===== config.mk =====
export PLATFORM = sky130hd
export DESIGN_NAME = cache_request_arbiter_flat
export DESIGN_NICKNAME = d
export VERILOG_FILES = /design/src/rtl/cache_request_arbiter_if.sv /design/src/rtl/cache_request_arbiter.sv /design/src/flat_wrapper.sv
export SDC_FILE = /design/constraint.sdc
export NUM_CORES = 1
export LEC_CHECK = 0
export CORE_MARGIN = 5
export CORE_UTILIZATION = 45
export CTS_CLUSTER_DIAMETER = 40
export DETAILED_ROUTE_END_ITERATION = 16
export PLACE_DENSITY = 0.77
export SKIP_CTS_REPAIR_TIMING = 1
export SYNTH_ARGS = -nofsm -noshare
export SYNTH_HDL_FRONTEND = slang
export SYNTH_SLANG_ARGS = --single-unit

===== constraint.sdc =====
create_clock -name clk -period 2.5 [get_ports clk]
set_clock_uncertainty 0.2 [all_clocks]
set_input_delay 0.375 -clock clk [delete_from_list [all_inputs] [get_ports clk]]
set_output_delay 0.375 -clock clk [all_outputs]
set_load 0.005 [all_outputs]

===== src/rtl/cache_request_arbiter_if.sv =====
// Requester-side and cache-FSM-side signals of the cache request arbiter.
// master = the arbiter, slave = requesters plus cache FSM.
interface cache_request_arbiter_if #(
  parameter int NUM_REQ    = 2,
  parameter int ADDR_WIDTH = 8,
  parameter int DATA_WIDTH = 8,
  parameter int STAT_WIDTH = 16
);
  logic [NUM_REQ-1:0]            req_valid;
  logic [NUM_REQ-1:0]            req_write;
  logic [NUM_REQ*ADDR_WIDTH-1:0] req_addr;
  logic [NUM_REQ*DATA_WIDTH-1:0] req_wdata;
  logic [NUM_REQ-1:0]            req_ready;
  logic [NUM_REQ-1:0]            resp_valid;
  logic [DATA_WIDTH-1:0]         resp_rdata;
  logic                          resp_hit;
  logic                          resp_err;
  logic                          cache_read_request;
  logic                          cache_write_request;
  logic [ADDR_WIDTH-1:0]         cache_address;
  logic [DATA_WIDTH-1:0]         cache_write_data;
  logic                          cache_ready;
  logic                          cache_hit_signal;
  logic                          cache_miss_signal;
  logic [DATA_WIDTH-1:0]         cache_read_data;
  logic [STAT_WIDTH-1:0]         hit_count;
  logic [STAT_WIDTH-1:0]         miss_count;

  modport master (
    input  req_valid, req_write, req_addr, req_wdata,
    input  cache_ready, cache_hit_signal, cache_miss_signal, cache_read_data,
    output req_ready, resp_valid, resp_rdata, resp_hit, resp_err,
    output cache_read_request, cache_write_request, cache_address, cache_write_data,
    output hit_count, miss_count
  );

  modport slave (
    output req_valid, req_write, req_addr, req_wdata,
    output cache_ready, cache_hit_signal, cache_miss_signal, cache_read_data,
    input  req_ready, resp_valid, resp_rdata, resp_hit, resp_err,
    input  cache_read_request, cache_write_request, cache_address, cache_write_data,
    input  hit_count, miss_count
  );
endinterface


===== src/rtl/cache_request_arbiter.sv =====
// Round-robin share of one cache FSM between NUM_REQ requesters, one transaction in flight.
// Accept -> 1-cycle ISSUE pulse -> WAIT for hit/miss or watchdog -> routed 1-cycle response.
module cache_request_arbiter #(
  parameter int NUM_REQ        = 2,
  parameter int ADDR_WIDTH     = 8,
  parameter int DATA_WIDTH     = 8,
  parameter int TIMEOUT_CYCLES = 32,
  parameter int STAT_WIDTH     = 16
) (
  input logic                     clk,
  input logic                     reset_n,
  cache_request_arbiter_if.master bus
);
  localparam int PTR_W = $clog2(NUM_REQ);
  localparam int WD_W  = $clog2(TIMEOUT_CYCLES);
  localparam logic [PTR_W-1:0] LAST_ID = PTR_W'(NUM_REQ - 1);
  localparam logic [WD_W-1:0]  WD_LAST = WD_W'(TIMEOUT_CYCLES - 1);

  typedef enum logic [1:0] {S_IDLE, S_ISSUE, S_WAIT} state_t;

  state_t                state, state_nxt;
  logic [PTR_W-1:0]      rr_ptr, grant_id, win_id;
  logic                  win_vld;
  logic [NUM_REQ-1:0]    ready;
  logic                  accept, done, timeout;
  logic [WD_W-1:0]       wdog;
  logic                  miss_flag;
  logic                  rd_req, wr_req;
  logic [ADDR_WIDTH-1:0] addr_q;
  logic [DATA_WIDTH-1:0] wdata_q;
  logic [NUM_REQ-1:0]    resp_vld;
  logic [DATA_WIDTH-1:0] rdata_q;
  logic                  hit_q, err_q;
  logic [STAT_WIDTH-1:0] hit_cnt, miss_cnt;

  function automatic logic [PTR_W-1:0] rot_idx(input logic [PTR_W-1:0] base, input int k);
    int i;
    i = int'(base) + k;
    if (i >= NUM_REQ) i = i - NUM_REQ;
    return PTR_W'(i);
  endfunction

  // Scan from the farthest offset down so the nearest valid index at/after rr_ptr wins.
  always_comb begin
    win_vld = 1'b0;
    win_id  = '0;
    for (int k = NUM_REQ - 1; k >= 0; k--) begin
      if (bus.req_valid[rot_idx(rr_ptr, k)]) begin
        win_vld = 1'b1;
        win_id  = rot_idx(rr_ptr, k);
      end
    end
  end

  always_ff @(posedge clk or negedge reset_n) begin
    if (!reset_n) state <= S_IDLE;
    else          state <= state_nxt;
  end

  always_comb begin
    state_nxt = state;
    ready     = '0;
    accept    = 1'b0;
    done      = 1'b0;
    timeout   = 1'b0;
    case (state)
      S_IDLE: begin
        if (win_vld && bus.cache_ready) begin
          accept        = 1'b1;
          ready[win_id] = 1'b1;
          state_nxt     = S_ISSUE;
        end
      end
      S_ISSUE: state_nxt = S_WAIT;
      S_WAIT: begin
        if (bus.cache_hit_signal) begin
          done      = 1'b1;
          state_nxt = S_IDLE;
        end else if (wdog == WD_LAST) begin
          timeout   = 1'b1;
          state_nxt = S_IDLE;
        end
      end
      default: state_nxt = S_IDLE;
    endcase
  end

  always_ff @(posedge clk or negedge reset_n) begin
    if (!reset_n) begin
      rr_ptr    <= '0;
      grant_id  <= '0;
      addr_q    <= '0;
      wdata_q   <= '0;
      rd_req    <= 1'b0;
      wr_req    <= 1'b0;
      wdog      <= '0;
      miss_flag <= 1'b0;
      resp_vld  <= '0;
      rdata_q   <= '0;
      hit_q     <= 1'b0;
      err_q     <= 1'b0;
      hit_cnt   <= '0;
      miss_cnt  <= '0;
    end else begin
      rd_req   <= 1'b0;
      wr_req   <= 1'b0;
      resp_vld <= '0;
      if (accept) begin
        grant_id <= win_id;
        rr_ptr   <= (win_id == LAST_ID) ? '0 : win_id + 1'b1;
        addr_q   <= bus.req_addr[int'(win_id)*ADDR_WIDTH +: ADDR_WIDTH];
        wdata_q  <= bus.req_wdata[int'(win_id)*DATA_WIDTH +: DATA_WIDTH];
        rd_req   <= ~bus.req_write[win_id];
        wr_req   <= bus.req_write[win_id];
      end
      if (state == S_ISSUE) begin
        wdog      <= '0;
        miss_flag <= 1'b0;
      end
      if (state == S_WAIT) begin
        wdog <= wdog + 1'b1;
        if (bus.cache_miss_signal) miss_flag <= 1'b1;
      end
      // A miss reported in the completing cycle still marks the transaction as missed.
      if (done) begin
        resp_vld[grant_id] <= 1'b1;
        rdata_q            <= bus.cache_read_data;
        hit_q              <= ~(miss_flag | bus.cache_miss_signal);
        err_q              <= 1'b0;
        if (miss_flag | bus.cache_miss_signal) begin
          if (miss_cnt != '1) miss_cnt <= miss_cnt + 1'b1;
        end else begin
          if (hit_cnt != '1) hit_cnt <= hit_cnt + 1'b1;
        end
      end
      if (timeout) begin
        resp_vld[grant_id] <= 1'b1;
        rdata_q            <= '0;
        hit_q              <= 1'b0;
        err_q              <= 1'b1;
      end
    end
  end

  assign bus.req_ready           = ready;
  assign bus.resp_valid          = resp_vld;
  assign bus.resp_rdata          = rdata_q;
  assign bus.resp_hit            = hit_q;
  assign bus.resp_err            = err_q;
  assign bus.cache_read_request  = rd_req;
  assign bus.cache_write_request = wr_req;
  assign bus.cache_address       = addr_q;
  assign bus.cache_write_data    = wdata_q;
  assign bus.hit_count           = hit_cnt;
  assign bus.miss_count          = miss_cnt;
endmodule


===== src/flat_wrapper.sv =====
// flat-port wrapper written by rule: the top's interface ports become plain ports
module cache_request_arbiter_flat 
#(
  parameter int NUM_REQ        = 2,
  parameter int ADDR_WIDTH     = 8,
  parameter int DATA_WIDTH     = 8,
  parameter int TIMEOUT_CYCLES = 32,
  parameter int STAT_WIDTH     = 16
)
  (clk, reset_n, bus_req_valid, bus_req_write, bus_req_addr, bus_req_wdata, bus_cache_ready, bus_cache_hit_signal, bus_cache_miss_signal, bus_cache_read_data, bus_req_ready, bus_resp_valid, bus_resp_rdata, bus_resp_hit, bus_resp_err, bus_cache_read_request, bus_cache_write_request, bus_cache_address, bus_cache_write_data, bus_hit_count, bus_miss_count);
  cache_request_arbiter_if #(.NUM_REQ(NUM_REQ), .ADDR_WIDTH(ADDR_WIDTH), .DATA_WIDTH(DATA_WIDTH), .STAT_WIDTH(STAT_WIDTH)) bus_i ();
  input logic clk;
  input logic reset_n;
  input wire logic [$bits(bus_i.req_valid)-1:0] bus_req_valid;
  input wire logic [$bits(bus_i.req_write)-1:0] bus_req_write;
  input wire logic [$bits(bus_i.req_addr)-1:0] bus_req_addr;
  input wire logic [$bits(bus_i.req_wdata)-1:0] bus_req_wdata;
  input wire logic [$bits(bus_i.cache_ready)-1:0] bus_cache_ready;
  input wire logic [$bits(bus_i.cache_hit_signal)-1:0] bus_cache_hit_signal;
  input wire logic [$bits(bus_i.cache_miss_signal)-1:0] bus_cache_miss_signal;
  input wire logic [$bits(bus_i.cache_read_data)-1:0] bus_cache_read_data;
  output wire logic [$bits(bus_i.req_ready)-1:0] bus_req_ready;
  output wire logic [$bits(bus_i.resp_valid)-1:0] bus_resp_valid;
  output wire logic [$bits(bus_i.resp_rdata)-1:0] bus_resp_rdata;
  output wire logic [$bits(bus_i.resp_hit)-1:0] bus_resp_hit;
  output wire logic [$bits(bus_i.resp_err)-1:0] bus_resp_err;
  output wire logic [$bits(bus_i.cache_read_request)-1:0] bus_cache_read_request;
  output wire logic [$bits(bus_i.cache_write_request)-1:0] bus_cache_write_request;
  output wire logic [$bits(bus_i.cache_address)-1:0] bus_cache_address;
  output wire logic [$bits(bus_i.cache_write_data)-1:0] bus_cache_write_data;
  output wire logic [$bits(bus_i.hit_count)-1:0] bus_hit_count;
  output wire logic [$bits(bus_i.miss_count)-1:0] bus_miss_count;
  assign bus_i.req_valid = bus_req_valid;
  assign bus_i.req_write = bus_req_write;
  assign bus_i.req_addr = bus_req_addr;
  assign bus_i.req_wdata = bus_req_wdata;
  assign bus_i.cache_ready = bus_cache_ready;
  assign bus_i.cache_hit_signal = bus_cache_hit_signal;
  assign bus_i.cache_miss_signal = bus_cache_miss_signal;
  assign bus_i.cache_read_data = bus_cache_read_data;
  assign bus_req_ready = bus_i.req_ready;
  assign bus_resp_valid = bus_i.resp_valid;
  assign bus_resp_rdata = bus_i.resp_rdata;
  assign bus_resp_hit = bus_i.resp_hit;
  assign bus_resp_err = bus_i.resp_err;
  assign bus_cache_read_request = bus_i.cache_read_request;
  assign bus_cache_write_request = bus_i.cache_write_request;
  assign bus_cache_address = bus_i.cache_address;
  assign bus_cache_write_data = bus_i.cache_write_data;
  assign bus_hit_count = bus_i.hit_count;
  assign bus_miss_count = bus_i.miss_count;
  cache_request_arbiter #(.NUM_REQ(NUM_REQ), .ADDR_WIDTH(ADDR_WIDTH), .DATA_WIDTH(DATA_WIDTH), .TIMEOUT_CYCLES(TIMEOUT_CYCLES), .STAT_WIDTH(STAT_WIDTH)) u_core (.clk(clk), .reset_n(reset_n), .bus(bus_i));
endmodule

=== After elaboration in Yosys (flattened, before gate mapping) ===
Index checks and enable logic that the tools add are counted.

* Register bits after elaboration: 72
* Latch bits: 0
* Memory bits (writable): 0
* Memory bits (read-only): 0
* Output and inout port bits: 64
* Logic and storage cells: 97
* Memories: 0

* $add $sub $neg: 7
* $mul: 0
* Divide/modulo/power cells: 0
* Magnitude comparators: 8
* Eq/ne operators: 7
* Shifts and indexed selects: 2
* Muxes and demuxes: 45
* Bitwise gates (word level): 4
* Reductions and logical operators: 9

{| class="wikitable"
|+ Operator list
! operator !! number
|-
| adder 16 x 1 -> 16 bit, second input constant || 2
|-
| != test 16 bit, second input constant || 2
|-
| indexed part select 16 x 5 -> 8 bit || 2
|-
| 2-to-1 mux 1 bit || 31
|-
| 2-to-1 mux 8 bit || 2
|-
| 2-to-1 mux 2 bit || 7
|-
| 2-to-1 mux 5 bit || 2
|-
| less-than comparator 1 x 2 -> 1 bit, second input constant || 4
|-
| case mux 2 bit (3 select lines) || 1
|-
| AND reduction 3 bit || 2
|-
| adder 5 x 1 -> 5 bit, second input constant || 1
|-
| == test 5 bit, second input constant || 1
|-
| nonzero test 2 bit || 2
|-
| logical AND 1 bit || 3
|-
| != test 3 x 2 -> 1 bit, second input constant || 1
|-
| adder 1 x 1 -> 2 bit, second input constant || 1
|-
| demux 1 bit (select 1 bit) || 2
|-
| == test 2 x 1 -> 1 bit, second input constant || 1
|-
| == test 2 bit, second input constant || 1
|-
| >= comparator 1 bit, second input constant || 2
|-
| >= comparator 1 x 2 -> 1 bit, second input constant || 1
|-
| >= comparator 2 bit, second input constant || 1
|-
| zero test 2 bit || 1
|-
| != test 2 x 1 -> 1 bit, second input constant || 1
|-
| other kinds (6) || 8
|}

=== Depth between registers and ports, before layout ===
* Depth after elaboration: 13
* Gate-level depth with buffers: 8

=== Worst setup path after synthesis ===
No wires, ideal clock.

* Path kind: register to register
* Start: reg u_core.state[0]
* End: reg u_core.miss_cnt[13] (netlist: u_core.bus.miss_count[13])
* Arrival time: 1.632 ns
* Required time: 2.221 ns
* Setup slack: 0.589 ns
* Stages on the path, launching flop included: 9
* Path buffers: 1
* Clock period less this slack: 1.911 ns
* Cells stage by stage: dfrtp_1 > inv_1 > ha_1 > buf_6 > o211ai_4 > nor4_4 > o211ai_4 > nor3_1 > xor2_1

* Word-level cells in the longest chain between the ends: 3

{| class="wikitable"
|+ Ends and longest elaborated chain
! what !! line !! source
|-
| start: declaration || cache_request_arbiter.sv:21 || <nowiki>state_t state, state_nxt;</nowiki>
|-
| start signal: assignment || cache_request_arbiter.sv:57 || <nowiki>else state <= state_nxt;</nowiki>
|-
| == test 2 bit || cache_request_arbiter.sv:66 || <nowiki>case (state)</nowiki>
|-
| 2-to-1 mux 1 bit || cache_request_arbiter.sv:66 ||
|-
| AND reduction 3 bit (no source line) || -- ||
|-
| end signal: assignment || cache_request_arbiter.sv:131 || <nowiki>if (miss_cnt != '1) miss_cnt <= miss_cnt + 1'b1;</nowiki>
|-
| end: declaration || cache_request_arbiter.sv:34 || <nowiki>logic [STAT_WIDTH-1:0] hit_cnt, miss_cnt;</nowiki>
|}

No other way between the ends.
A chain may end at the register's enable or synchronous reset.

=== Worst setup path after layout ===
* Start: reg u_core.state[0]
* End: out bus_req_ready[1]

* Word-level cells in the longest chain between the ends: 2

{| class="wikitable"
|+ Ends and longest elaborated chain
! what !! line !! source
|-
| zero test 2 bit || cache_request_arbiter.sv:66 ||
|-
| 2-to-1 mux 2 bit || cache_request_arbiter.sv:66 ||
|-
| end: declaration || flat_wrapper.sv:22 || <nowiki>output wire logic [$bits(bus_i.req_ready)-1:0] bus_req_ready;</nowiki>
|}

No other way between the ends.

==> impl_metrics.json <==
{
  "synth_warnings": 0,
  "power.density_nw_per_um2": 812,
  "pwr-share-seq_pct": 42.8,
  "clkSinkCount": 72,
  "finalCriticalPeriod_ps": 2350,
  "drv_cap": 0,
  "ios": 113,
  "drive_above_1_share_pct": 10.1,
  "worst-setup-path-type": "reg2out",
  "antenna_found_initial": 0,
  "use_met2_pct": 28.0,
  "hold_class": "reg2reg",
  "dieArea_um2": 9090,
  "route.detailed.drc": 0,
  "critical_path.slowest_cell": "clkdlybuf4s50_1",
  "grt_max_degree": 38,
  "async_flop_share_pct": 100,
  "die_w_um": 95.4,
  "synth_seq_area_share_pct": 55.0,
  "htree_levels": 3,
  "p_comb_share_pct": 33.6,
  "area.growth.synth_to_final_pct": 46.0,
  "rows": 31,
  "ys_types": 36,
  "p_clk_share_pct": 23.6,
  "grt_pass1_wl_um": 12400,
  "reg2reg_to": "u_core.bus.hit_count[13]$_DFFE_PN0P_",
  "synth_top_area_cell": "dfrtp_1",
  "ys.flop_type": "dfrtp_1",
  "root_buffer": "clkbuf_8",
  "internal_power_mw": 2.76,
  "cts_tree": "done",
  "core_um2": 7180,
  "totalWireLength_um": 7540,
  "ff2ff_path_depth": 7,
  "hpwl_um": 5900,
  "synth_nets": 353,
  "grt_overflow": 0,
  "clk_latency_ps": 340,
  "grt_pass1_vias": 2688,
  "start_kind": "register",
  "grtUsageMet1_pct": 21.5,
  "rsz0062_at_grt": "false",
  "gp_congestion": 0.747,
  "setup_slack_ps": 153,
  "avgViaCountPerCell": 4.90,
  "fin_crit_sh_pct": 93.9,
  "setup-violations-final": 0,
  "required_ps": 1920,
  "first_iter_violations": 41,
  "die_h_um": 95.4,
  "hold_viol": 0,
  "grt_util_met3_pct": 8.84,
  "synthesis.area_um2": 3280,
  "ys_top_cells_by_area": "dfrtp_1 (55%), xnor2_1 (5.3%), mux2i_1 (5.2%), o21ai_0 (4.4%), nand2_1 (4.4%)",
  "cts.clk_slew.worst_paths_ps": 70,
  "p_switching_mw": 1.13,
  "synth_seq_cells": 72,
  "synth_edf_count": 0,
  "fmax_mhz": 426,
  "total_power_mw": 3.89,
  "diodes": 0,
  "holdWs_ps": 260,
  "avgSynthCellArea_um2": 11.0,
  "tns_ps": 0,
  "port_buffers": 112,
  "min_from": "u_core.grant_id$_DFFE_PN0P_",
  "final_max_slew_viol_count": 0,
  "worst_pin_slew_ps": 463,
  "cp_data_arrival_time_ps": 1770,
  "synth.most_common_cell": "dfrtp_1",
  "start_util_pct": 45.7,
  "cts_buffer_depth": 2,
  "status": "complete, no violations",
  "switching_share_pct": 29.1,
  "numCtsBuffers": 9,
  "critPathMaxStageDelay_ps": 520,
  "regToRegSetupSlack_ps": 370,
  "nNetsFinal": 478,
  "grt-busiest-layer": "met2",
  "wl_per_cell_um": 14.3,
  "synth_common_cells": "dfrtp_1 (72), nand2_1 (38), o21ai_0 (29), xnor2_1 (20), mux2i_1 (17)",
  "holdPathStages": 1,
  "vias": 2578,
  "cp_max_fo": 3,
  "p_leak_nw": 2.14,
  "n_fill_cell": 586,
  "grt_util_all_layers_pct": 17.9,
  "relSlewSlack_pct": 69.2,
  "r2r-start": "u_core.state[0]$_DFFE_PN0P_",
  "vdd_drop_max_v": 0.000568,
  "syn_inst": 297,
  "min_to": "u_core.bus.resp_valid[0]$_DFF_PN0_",
  "dp_slack_ps": 185,
  "crit_path_cell_trace": "inv_2 -> ha_4 -> o211ai_1 -> nor2_1 -> clkdlybuf4s50_1",
  "drt_first_pass_iters": 4,
  "yosysTopAreaCellShare_pct": 55.0,
  "worstSetupEndpointType": "primary output",
  "ant_nets": 0
}
==> placed cells by master (no fill, tap or decap), types with 3 or more instances in the layout <==
master | netlist | routed
nand4_1 | 9 | 9
a21oi_1 | 3 | 3
nor2_1 | 15 | 15
buf_4 | 2 | 11
nand2_1 | 38 | 38
clkdlybuf4s50_1 | 0 | 111
a22o_1 | 8 | 8
o21ai_0 | 29 | 27
mux2i_1 | 17 | 17
xor2_1 | 9 | 9
xnor2_1 | 20 | 20
nand3_1 | 14 | 14
dfrtp_1 | 72 | 72
nor3_1 | 4 | 4
clkbuf_8 | 0 | 11
and3_1 | 3 | 3
ha_1 | 7 | 6
inv_1 | 16 | 14
==> registers in the layout, summed over array words and instances, names as in the netlist <==
register and cells:
u_core.bus.cache_address 8, u_core.bus.cache_read_request 1, u_core.bus.cache_write_data 8, u_core.bus.cache_write_request 1, u_core.bus.hit_count 16, u_core.bus.miss_count 16
u_core.bus.resp_err 1, u_core.bus.resp_hit 1, u_core.bus.resp_rdata 8, u_core.bus.resp_valid 2, u_core.grant_id 1, u_core.miss_flag 1
u_core.rr_ptr 1, u_core.state 2, u_core.wdog 5
==> final cells by class <==
cell class	instances	area [um^2]	area share (%)
Sequential cell	72	1800	37.6
Multi-Input combinational cell	199	1380	28.8
Timing Repair Buffer	124	1220	25.6
Clock buffer	13	159	3.32
Tap cell	99	124	2.59
Inverter	16	60.1	1.25
Clock inverter	3	40.0	0.836
==> power by group through the flow <==
stage / combinational [mW] / sequential [mW] / clock (mW)
floorplan: 0.516 / 1.67 / 0
global placement: 1.26 / 1.67 / 0
detailed placement: 1.29 / 1.68 / 0
CTS: 1.30 / 1.66 / 0.944
global route: 1.45 / 1.71 / 0.989
finish: 1.31 / 1.66 / 0.918
==> cell families (layout without fill, tap and decap cells) <==
family | after synthesis | in the layout | share of synthesized area (%)
AND/OR/NAND/NOR | 96 | 96 | 15.1
flip-flops | 72 | 72 | 55.0
AO/OA/AOI/OAI | 48 | 48 | 10.2
XOR/XNOR | 29 | 29 | 7.75
buffers and inverters | 26 | 156 | 3.47
multiplexers | 19 | 19 | 5.88
adder cells (fa/ha/maj) | 7 | 7 | 2.67
==> critical path: cells and delay by family (launching register included) <==
kind,cells,cell delay (ps)
buffers and inverters,2,610
AOI/OAI and AO/OA,1,120
and+or+nand+nor,1,160
adders and majority gates,1,150
DFF,1,390
==> metal layers <==
layer / vias up / wire length, um
met5: - / 0
met4: 0 / 97
met3: 8 / 846
met2: 93 / 3470
met1: 1211 / 3130
li1: 1266 / -
==> worst max-delay path by stage <==
stage	startpoint	endpoint	slack, ps	cells past startpoint
after floorplan	u_core.state[0]$_DFFE_PN0P_	u_core.bus.miss_count[13]$_DFFE_PN0P_	590	8
after global placement	bus_req_valid[0]	bus_req_ready[0]	230	5
after detailed placement	bus_cache_hit_signal	u_core.bus.hit_count[13]$_DFFE_PN0P_	180	6
after CTS	u_core.state[1]$_DFFE_PN0P_	bus_req_ready[1]	20	5
after global routing	u_core.state[0]$_DFFE_PN0P_	bus_req_ready[1]	50	5
final	u_core.state[0]$_DFFE_PN0P_	bus_req_ready[1]	150	5
==> stage by stage <==
| stage | instance area, um^2 | utilization, % | std cells |
|---|---|---|---|
| 6_report | 4790 | 66.7 | 526 |
| 5_1_grt | 4790 | 66.7 | 526 |
| 4_1_cts | 4760 | 66.3 | 524 |
| 3_5_place_dp | 4560 | 63.5 | 508 |
| 3_3_place_gp | 4560 | 63.5 | 508 |
| 2_1_floorplan | 3280 | - | 297 |
Note: power is estimated with default switching activity, not from simulation.
